[src/rtl/uart_resp_sender_pkg.sv]
// Shared types and frame-size constants for the UART response sender.
// Frame length follows the UART_RESP_CHKSUM_EN macro.
package uart_resp_pkg;

  typedef enum logic [1:0] {
    IDLE  = 2'd0,
    ISSUE = 2'd1,
    WAIT  = 2'd2
  } resp_state_t;

`ifdef UART_RESP_CHKSUM_EN
  localparam int BYTES_PER_FRM = 3;
`else
  localparam int BYTES_PER_FRM = 2;
`endif

  localparam int IDX_W = 2;

endpackage

[src/rtl/uart_resp_sender_if.sv]
// Command-side and transmitter-side signals of the UART response sender.
// master: command processor plus transmitter; slave: the sender itself.
interface uart_resp_sender_if;
  logic [15:0] resp;
  logic        send_resp;
  logic        resp_rdy;
  logic        clr_ovfl;
  logic        ovfl;
  logic        trmt;
  logic [7:0]  tx_data;
  logic        tx_done;
  logic        busy;
  logic        frm_cmplt;

  modport master (
    output resp, send_resp, clr_ovfl, tx_done,
    input  resp_rdy, ovfl, trmt, tx_data, busy, frm_cmplt
  );

  modport slave (
    input  resp, send_resp, clr_ovfl, tx_done,
    output resp_rdy, ovfl, trmt, tx_data, busy, frm_cmplt
  );
endinterface

[src/rtl/uart_resp_sender_fifo.sv]
// Word FIFO for the response sender; pointers carry one extra wrap bit.
// Only the pointers are reset, storage is left as-is.
module resp_fifo #(
  parameter int DEPTH = 4,
  parameter int WIDTH = 16
) (
  input  logic             clk,
  input  logic             rst_n,
  input  logic             push_i,
  input  logic             pop_i,
  input  logic [WIDTH-1:0] wdata_i,
  output logic [WIDTH-1:0] rdata_o,
  output logic             full_o,
  output logic             empty_o
);
  localparam int AW = $clog2(DEPTH);
  localparam int PW = AW + 1;

  logic [WIDTH-1:0] mem_q [DEPTH];
  logic [PW-1:0]    wr_ptr_q, rd_ptr_q;
  logic             do_push, do_pop;

  assign full_o  = (wr_ptr_q[PW-1] != rd_ptr_q[PW-1]) &&
                   (wr_ptr_q[AW-1:0] == rd_ptr_q[AW-1:0]);
  assign empty_o = (wr_ptr_q == rd_ptr_q);
  assign do_push = push_i && !full_o;
  assign do_pop  = pop_i && !empty_o;
  assign rdata_o = mem_q[rd_ptr_q[AW-1:0]];

  always_ff @(posedge clk or negedge rst_n) begin
    if (!rst_n) begin
      wr_ptr_q <= '0;
      rd_ptr_q <= '0;
    end else begin
      if (do_push) wr_ptr_q <= wr_ptr_q + 1'b1;
      if (do_pop)  rd_ptr_q <= rd_ptr_q + 1'b1;
    end
  end

  always_ff @(posedge clk) begin
    if (do_push) mem_q[wr_ptr_q[AW-1:0]] <= wdata_i;
  end
endmodule

[src/rtl/uart_resp_sender.sv]
// Frames buffered 16-bit responses into bytes for the UART transmitter.
// Define UART_RESP_CHKSUM_EN to append an inverted-sum checksum byte.
module uart_resp_sender
  import uart_resp_pkg::*;
#(
  parameter int DEPTH = 4
) (
  input  logic              clk,
  input  logic              rst_n,
  uart_resp_sender_if.slave bus
);
  localparam logic [IDX_W-1:0] LAST_IDX = IDX_W'(BYTES_PER_FRM - 1);

  resp_state_t      state_q;
  logic [IDX_W-1:0] idx_q, idx_d;
  logic [15:0]      frame_q;
  logic [7:0]       tx_data_q, nxt_byte;
  logic             trmt_q, frm_cmplt_q, ovfl_q;
  logic [15:0]      head;
  logic             full, empty, push, pop;

  assign push = bus.send_resp && !full;
  assign pop  = (state_q == IDLE) && !empty && bus.tx_done;

  resp_fifo #(.DEPTH(DEPTH), .WIDTH(16)) u_fifo (
    .clk     (clk),
    .rst_n   (rst_n),
    .push_i  (push),
    .pop_i   (pop),
    .wdata_i (bus.resp),
    .rdata_o (head),
    .full_o  (full),
    .empty_o (empty)
  );

  assign idx_d = idx_q + 1'b1;

  always_comb begin
    nxt_byte = frame_q[7:0];
    case (idx_d)
      2'd0:    nxt_byte = frame_q[15:8];
      2'd1:    nxt_byte = frame_q[7:0];
`ifdef UART_RESP_CHKSUM_EN
      2'd2:    nxt_byte = ~(frame_q[15:8] + frame_q[7:0]);
`endif
      default: nxt_byte = frame_q[7:0];
    endcase
  end

  always_ff @(posedge clk or negedge rst_n) begin
    if (!rst_n) begin
      ovfl_q <= 1'b0;
    end else if (bus.clr_ovfl) begin
      ovfl_q <= 1'b0;
    end else if (bus.send_resp && full) begin
      ovfl_q <= 1'b1;
    end
  end

  // ISSUE ignores tx_done: it is still the stale high from before the byte started
  always_ff @(posedge clk or negedge rst_n) begin
    if (!rst_n) begin
      state_q     <= IDLE;
      idx_q       <= '0;
      frame_q     <= '0;
      tx_data_q   <= '0;
      trmt_q      <= 1'b0;
      frm_cmplt_q <= 1'b0;
    end else begin
      trmt_q      <= 1'b0;
      frm_cmplt_q <= 1'b0;
      case (state_q)
        IDLE: begin
          if (!empty && bus.tx_done) begin
            frame_q   <= head;
            idx_q     <= '0;
            tx_data_q <= head[15:8];
            trmt_q    <= 1'b1;
            state_q   <= ISSUE;
          end
        end
        ISSUE: begin
          state_q <= WAIT;
        end
        WAIT: begin
          if (bus.tx_done) begin
            if (idx_q == LAST_IDX) begin
              frm_cmplt_q <= 1'b1;
              state_q     <= IDLE;
            end else begin
              idx_q     <= idx_d;
              tx_data_q <= nxt_byte;
              trmt_q    <= 1'b1;
              state_q   <= ISSUE;
            end
          end
        end
        default: state_q <= IDLE;
      endcase
    end
  end

  assign bus.resp_rdy  = !full;
  assign bus.ovfl      = ovfl_q;
  assign bus.trmt      = trmt_q;
  assign bus.tx_data   = tx_data_q;
  assign bus.frm_cmplt = frm_cmplt_q;
  assign bus.busy      = (state_q != IDLE) || !empty;
endmodule
[src/flat_wrapper.sv]
// flat-port wrapper written by rule: the top's interface ports become plain ports
module uart_resp_sender_flat import uart_resp_pkg::*;
#(
  parameter int DEPTH = 4
)
  (clk, rst_n, bus_resp, bus_send_resp, bus_clr_ovfl, bus_tx_done, bus_resp_rdy, bus_ovfl, bus_trmt, bus_tx_data, bus_busy, bus_frm_cmplt);
  uart_resp_sender_if bus_i ();
  input  logic clk;
  input  logic rst_n;
  input wire logic [$bits(bus_i.resp)-1:0] bus_resp;
  input wire logic [$bits(bus_i.send_resp)-1:0] bus_send_resp;
  input wire logic [$bits(bus_i.clr_ovfl)-1:0] bus_clr_ovfl;
  input wire logic [$bits(bus_i.tx_done)-1:0] bus_tx_done;
  output wire logic [$bits(bus_i.resp_rdy)-1:0] bus_resp_rdy;
  output wire logic [$bits(bus_i.ovfl)-1:0] bus_ovfl;
  output wire logic [$bits(bus_i.trmt)-1:0] bus_trmt;
  output wire logic [$bits(bus_i.tx_data)-1:0] bus_tx_data;
  output wire logic [$bits(bus_i.busy)-1:0] bus_busy;
  output wire logic [$bits(bus_i.frm_cmplt)-1:0] bus_frm_cmplt;
  assign bus_i.resp = bus_resp;
  assign bus_i.send_resp = bus_send_resp;
  assign bus_i.clr_ovfl = bus_clr_ovfl;
  assign bus_i.tx_done = bus_tx_done;
  assign bus_resp_rdy = bus_i.resp_rdy;
  assign bus_ovfl = bus_i.ovfl;
  assign bus_trmt = bus_i.trmt;
  assign bus_tx_data = bus_i.tx_data;
  assign bus_busy = bus_i.busy;
  assign bus_frm_cmplt = bus_i.frm_cmplt;
  uart_resp_sender #(.DEPTH(DEPTH)) u_core (.clk(clk), .rst_n(rst_n), .bus(bus_i));
endmodule
[config.mk]
export PLATFORM = sky130hd
export DESIGN_NAME = uart_resp_sender_flat
export DESIGN_NICKNAME = d
export VERILOG_FILES = /design/src/rtl/uart_resp_sender_pkg.sv /design/src/rtl/uart_resp_sender_if.sv /design/src/rtl/uart_resp_sender_fifo.sv /design/src/rtl/uart_resp_sender.sv /design/src/flat_wrapper.sv
export SDC_FILE = /design/constraint.sdc
export NUM_CORES = 1
export LEC_CHECK = 0
export CELL_PAD_IN_SITES_DETAIL_PLACEMENT = 1
export CELL_PAD_IN_SITES_GLOBAL_PLACEMENT = 1
export CORE_ASPECT_RATIO = 1.1
export CORE_MARGIN = 2
export CORE_UTILIZATION = 45
export DETAILED_ROUTE_END_ITERATION = 8
export PLACE_DENSITY = 0.72
export SLEW_MARGIN = 25
export SYNTH_ARGS = -nofsm -noshare
export SYNTH_HDL_FRONTEND = slang
export SYNTH_HIERARCHICAL = 1
export SYNTH_SLANG_ARGS = --single-unit
[constraint.sdc]
create_clock -name clk -period 3.1 [get_ports clk]
set_clock_uncertainty 0.15 [all_clocks]
set_input_delay 0.62 -clock clk [delete_from_list [all_inputs] [get_ports clk]]
set_output_delay 0.62 -clock clk [all_outputs]
set_load 0.05 [all_outputs]
### Word level (Yosys, flattened, before mapping)

Memories as Yosys holds them, arrays and structs flattened.
Cells that the tools add are included.
W data, S select, Z words.

* word-level logic and storage cells: 65
* memories: 1
* flip-flop bits (word level): 37
* bits in writable memories: 64

* eq/ne operators: 9
* add/sub/neg operators: 3
* reduce and logical (&&, ||, !) cells: 19
* mux-type cells: 24

Memories
* u_core.u_fifo.mem_q: depth 4, bits a word 16, read ports 1, clocked after Yosys merged registers in 0, write ports 1, RTL line uart_resp_sender_fifo.sv:19 `logic [WIDTH-1:0] mem_q [DEPTH];`

Operators by type and width (count)
* $mux W8: 4
* $pmux W8 S2: 1
* $mux W1: 11
* $mux W2: 5
* $logic_and A1 B1 Y1: 8
* $add A3 B1 Y3 const B: 2
* $ne A2 B2 Y1 const B: 3
* $pmux W2 S3: 1
* $reduce_bool A2 Y1: 3
* $eq A2 B1 Y1 const B: 2
* $logic_not A2 Y1: 2
* $pmux W2 S2: 1
* $reduce_and A2 Y1: 2
* $reduce_and A4 Y1: 1
* $eq A3 B3 Y1: 1
* $add A2 B1 Y2 const B: 1
* $eq A2 B2 Y1: 1
* $eq A2 B2 Y1 const B: 1
* $logic_not A1 Y1: 2
* $pmux W1 S2: 1
* $logic_or A1 B1 Y1: 1
* $ne A1 B1 Y1: 1

### Longest topological paths before layout

* depth after elaboration: 7
* depth in mapped cells: 10
* depth with buffers taken out: 7

### Modules after synthesis

The synthesis kept the hierarchy.

By module, submodules not included
* resp_fifo: area an instance 2829.0 um^2, instances 1, cells each 132
* uart_resp_sender: area an instance 1403.8 um^2, instances 1, cells each 101

### Least setup slack after synthesis

No wires, ideal clock.

* path type: register -> register
* from: register u_core.u_fifo.rd_ptr_q[0]
* to: memory u_core.u_fifo.mem_q[3][0] (enable)
* arrival time: 1.866 ns
* setup time: 0.383 ns
* setup slack: 0.701 ns
* clock period less this slack: 2.399 ns
* stages on the path, launching flop included: 8
* cells stage by stage: dfrtp_1 > buf_6 > xnor2_2 > nand3_2 > inv_1 > nor2b_1 > nand2_1 > a31oi_2

* cells in the longest elaborated chain, start to end: 7

RTL lines
* from (decl): RTL line uart_resp_sender_fifo.sv:20 `logic [PW-1:0] wr_ptr_q, rd_ptr_q;`
* from (signal assigned): RTL line uart_resp_sender_fifo.sv:36 `if (do_pop) rd_ptr_q <= rd_ptr_q + 1'b1;`
* $eq A2 B2 Y1: RTL line uart_resp_sender_fifo.sv:24 `(wr_ptr_q[AW-1:0] == rd_ptr_q[AW-1:0]);`
* $logic_and A1 B1 Y1: RTL line uart_resp_sender_fifo.sv:23 `assign full_o = (wr_ptr_q[PW-1] != rd_ptr_q[PW-1]) &&`
* named net u_core.full: RTL line uart_resp_sender.sv:20 `logic full, empty, push, pop;`
* $logic_not A1 Y1: RTL line uart_resp_sender.sv:22 `assign push = bus.send_resp && !full;`
* $logic_and A1 B1 Y1: RTL line uart_resp_sender.sv:22
* named net u_core.push: RTL line uart_resp_sender.sv:20
* $logic_and A1 B1 Y1: RTL line uart_resp_sender_fifo.sv:26 `assign do_push = push_i && !full_o;`
* $mux W1: RTL line uart_resp_sender_fifo.sv:41 `if (do_push) mem_q[wr_ptr_q[AW-1:0]] <= wdata_i;`
* $mux W1 (not written as such): RTL line uart_resp_sender_fifo.sv:41
* to (decl): RTL line uart_resp_sender_fifo.sv:19

The timed path passes the listed nets, and every way through them passes these cells.

### Worst setup path in the final report

* from: register u_core.u_fifo.rd_ptr_q[1]
* to: output bus_resp_rdy

* cells in the longest elaborated chain, start to end: 3

RTL lines
* $eq A2 B2 Y1: RTL line uart_resp_sender_fifo.sv:24
* $logic_and A1 B1 Y1: RTL line uart_resp_sender_fifo.sv:23
* named net u_core.full: RTL line uart_resp_sender.sv:20
* $logic_not A1 Y1: RTL line uart_resp_sender.sv:103 `assign bus.resp_rdy = !full;`
* to (decl): RTL line flat_wrapper.sv:14 `output wire logic [$bits(bus_i.resp_rdy)-1:0] bus_resp_rdy;`

The timed path passes the listed nets, and every way through them passes these cells.

==> impl_metrics.env <==
export IMPL_ir_drop_v=0.000340
export IMPL_clockBufferDepth=2
export IMPL_p_sw_mw=1.88
export IMPL_relSlewSlack_pct=43.5
export IMPL_critPathRequiredTime_ns=2.33
export IMPL_worst_slew_pin_slew_ns=0.847
export IMPL_hold_class="in2async"
export IMPL_hold_violations=0
export IMPL_synth_top_area_share_pct=45.4
export IMPL_muxShareOfSynthArea_pct=15.7
export IMPL_ys_warnings_count=6
export IMPL_clock_fmax_mhz=374
export IMPL_place_area_mm2=0.00470
export IMPL_cts_resized=0
export IMPL_drive_gt1_share_pct=28.0
export IMPL_design_area_mm2=0.00489
export IMPL_synth_simple_gate_area_share_pct=4.05
export IMPL_p_leak_nw=1.76
export IMPL_htreeDepth=3
export IMPL_initial_utilization_pct=45.7
export IMPL_setup_viol_count_final=0
export IMPL_nNetsFinal=305
export IMPL_synth_fp_nets=261
export IMPL_die_y_um=106
export IMPL_utilization_pct=52.8
export IMPL_grt_pass1_wl_mm=12.7
export IMPL_report_final_slew_viol_count=0
export IMPL_post_cts_setup_buffers=0
export IMPL_fin_cells=399
export IMPL_setup_tns_ns=0
export IMPL_antenna_cells=0
export IMPL_hold_buffers=0
export IMPL_path_max_fanout=21
export IMPL_avgViaCountPerCell=5.35
export IMPL_rrSetupSlack_ns=0.56
export IMPL_grt_pass1_vias=2331
export IMPL_avgRoutedWirePerCell_um=19.1
export IMPL_fp_dieW_um=96.5
export IMPL_drv_cap=0
export IMPL_syn_area_mm2=0.00423
export IMPL_drc=0
export IMPL_synth_compound_area_share_pct=5.76
export IMPL_overflow=0
export IMPL_dp_cells=383
export IMPL_synth_edf_count=64
export IMPL_synth_xor_area_share_pct=2.39
export IMPL_cts_root_buf="clkbuf_8"
export IMPL_numClockSinks=101
export IMPL_avgSynthCellArea_um2=18.2
export IMPL_track_usage_pct=17.1
export IMPL_ys_seq_area_share_pct=67.3
export IMPL_swShare_pct=36.5
export IMPL_power_frac_clock_pct=15.6
export IMPL_synth_distinct_cells=38
export IMPL_async_reset_ff_share_pct=36.6
export IMPL_cp_arrival_ns=1.90
export IMPL_drt_iter0_drc=109
export IMPL_antenna_found_initial=0
export IMPL_vias=2136
export IMPL_grt_max_degree=38
export IMPL_port_buffers=33
export IMPL_areaGrowthSynthToFinish_pct=15.6
export IMPL_startpoint_type="flop"
export IMPL_rows=37
export IMPL_p_comb_share_pct=43.2
export IMPL_synthAdderAreaFrac_pct=2.07
export IMPL_yosysTopAreaCell="edfxtp_1"
export IMPL_wl_mm=7.64
export IMPL_pin_count=34
export IMPL_hpwl_mm=4.80
export IMPL_status="completed"
export IMPL_pwr_density_cell_mw_per_mm2=1050
export IMPL_fin_crit_ns=2.67
export IMPL_tritoncts="built"
export IMPL_synthFlopType="edfxtp_1"
export IMPL_coreArea_mm2=0.00926
export IMPL_critPathKind="reg2out"
export IMPL_clk_latency_ns=0.36
export IMPL_pwr_share_seq_pct=41.3
export IMPL_postRouteAntennaNets=0
export IMPL_numCtsBuffers=9
export IMPL_dr_pass1_iters=4
export IMPL_synthCells=233
export IMPL_clkTransAtPathRegs_ns=0.09
export IMPL_yosys_top_cells_area="edfxtp_1 45%, dfrtp_1 22%, mux4_2 8.5%"
export IMPL_holdWs_ns=0.211
export IMPL_period_share_pct=86.2
export IMPL_synth_seq_cells=101
export IMPL_endpoint_kind="output pin"
export IMPL_place_congestion=0.695
export IMPL_rsz0062_at_grt="no"
export IMPL_synth_top_family_by_area="multiplexers"
export IMPL_die_area_mm2=0.0102
export IMPL_p_int_mw=3.28
-- per-layer routing --
metal	vias to the layer above	part of all wire [%]	global-route usage, %
li1	984	-	-
met1	1100	47	24.6
met2	41	47	26.0
met3	11	3.5	2.57
met4	0	2.0	7.24
met5	-	0	0
-- sequential cells by signal (all words and copies together), names as in the netlist --
name and flops:
u_core/u_fifo/mem_q 64, u_core/frame_q 16, u_core/bus.tx_data 8, u_core/u_fifo/rd_ptr_q 3, u_core/u_fifo/wr_ptr_q 3, u_core/idx_q 2
u_core/state_q 2, u_core/bus.frm_cmplt 1, u_core/bus.ovfl 1, u_core/bus.trmt 1
-- placed cells by master (no fill, tap or decap), drive strengths merged --
master | netlist | layout
a211oi | 4 | 4
a21boi | 1 | 1
a21oi | 5 | 5
a31oi | 1 | 1
and3 | 3 | 3
buf | 8 | 12
clkbuf | 1 | 14
clkdlybuf4s50 | 0 | 30
clkinvlp | 0 | 1
dfrtp | 37 | 37
edfxtp | 64 | 64
ha | 7 | 7
inv | 8 | 9
mux2 | 17 | 17
mux2i | 8 | 8
mux4 | 16 | 16
nand2 | 13 | 13
nand2b | 4 | 4
nand3 | 1 | 1
nor2 | 4 | 4
nor2b | 2 | 2
nor3 | 2 | 2
nor4bb | 1 | 1
o21ai | 1 | 1
o221a | 8 | 8
o22ai | 1 | 1
o31ai | 5 | 5
or2b | 1 | 1
or3 | 1 | 1
xnor2 | 5 | 5
xor2 | 4 | 4
-- cell type report --
class / count / area (um2)
clock buffers: 14 / 174
clock inverters: 2 / 16.3
fillers: 878 / 4370
inverters: 8 / 37.5
multi-input cells: 115 / 1270
flip-flops and latches: 101 / 2850
well taps: 117 / 146
repair buffers: 42 / 400
-- critical path: stages, from the launching register on --
cell,delay [ns]
dfrtp_1,0.40
buf_4,0.25
xnor2_1,0.38
nand3_2,0.15
inv_1,0.13
inv_1,0.08
buf_12,0.15
-- cell families after synthesis --
kind of cell | Yosys count
buffers and inverters | 17
AOI/OAI and AO/OA | 26
adders and majority gates | 7
muxes | 41
xor gates and xnor gates | 9
DFF | 101
and+or+nand+nor | 32
-- through the flow --
step	power [mW]	setup slack (ns)
2_1_floorplan	3.80	0.701
3_3_place_gp	4.35	0.439
3_5_place_dp	4.42	0.426
4_1_cts	5.23	0.402
5_1_grt	5.48	0.303
6_report	5.16	0.429
-- path summary, 6_finish.rpt --
| kind | from | to | depth (start not counted) |
|---|---|---|---|
| max | u_core/u_fifo/rd_ptr_q[1]$_DFFE_PN0P_ | bus_resp_rdy | 6 |
| min | rst_n | u_core/bus.tx_data[1]$_DFFE_PN0P_ | 1 |
| max reg2reg | u_core/u_fifo/wr_ptr_q[0]$_DFFE_PN0P_ | u_core/frame_q[6]$_DFFE_PN0P_ | 5 |
| min reg2reg | u_core/frame_q[15]$_DFFE_PN0P_ | u_core/frame_q[15]$_DFFE_PN0P_ | 1 |
| max in group asynchronous | rst_n | u_core/frame_q[12]$_DFFE_PN0P_ | 1 |
| min in group clk | u_core/frame_q[15]$_DFFE_PN0P_ | u_core/frame_q[15]$_DFFE_PN0P_ | 1 |
-- cells in the mapped netlist (3+ instances only) --
cell and number:
mux2i_1 8, o221a_2 8, o31ai_2 4, mux4_2 16, ha_1 7, mux2_4 9
xnor2_1 4, nand2b_1 3, dfrtp_1 37, nand2_1 13, mux2_2 8, buf_6 3
edfxtp_1 64, buf_2 4, nor2_1 4, and3_1 3, inv_1 7, a21oi_1 5
-- power by group through the flow --
stage	clock network [mW]	logic, mW	registers [mW]
after floorplan	0	1.49	2.31
after global placement	0	2.21	2.15
after detailed placement	0	2.26	2.16
after CTS	0.828	2.27	2.14
after global routing	0.876	2.42	2.19
final	0.803	2.23	2.13
(Power assumes the default switching activity.)
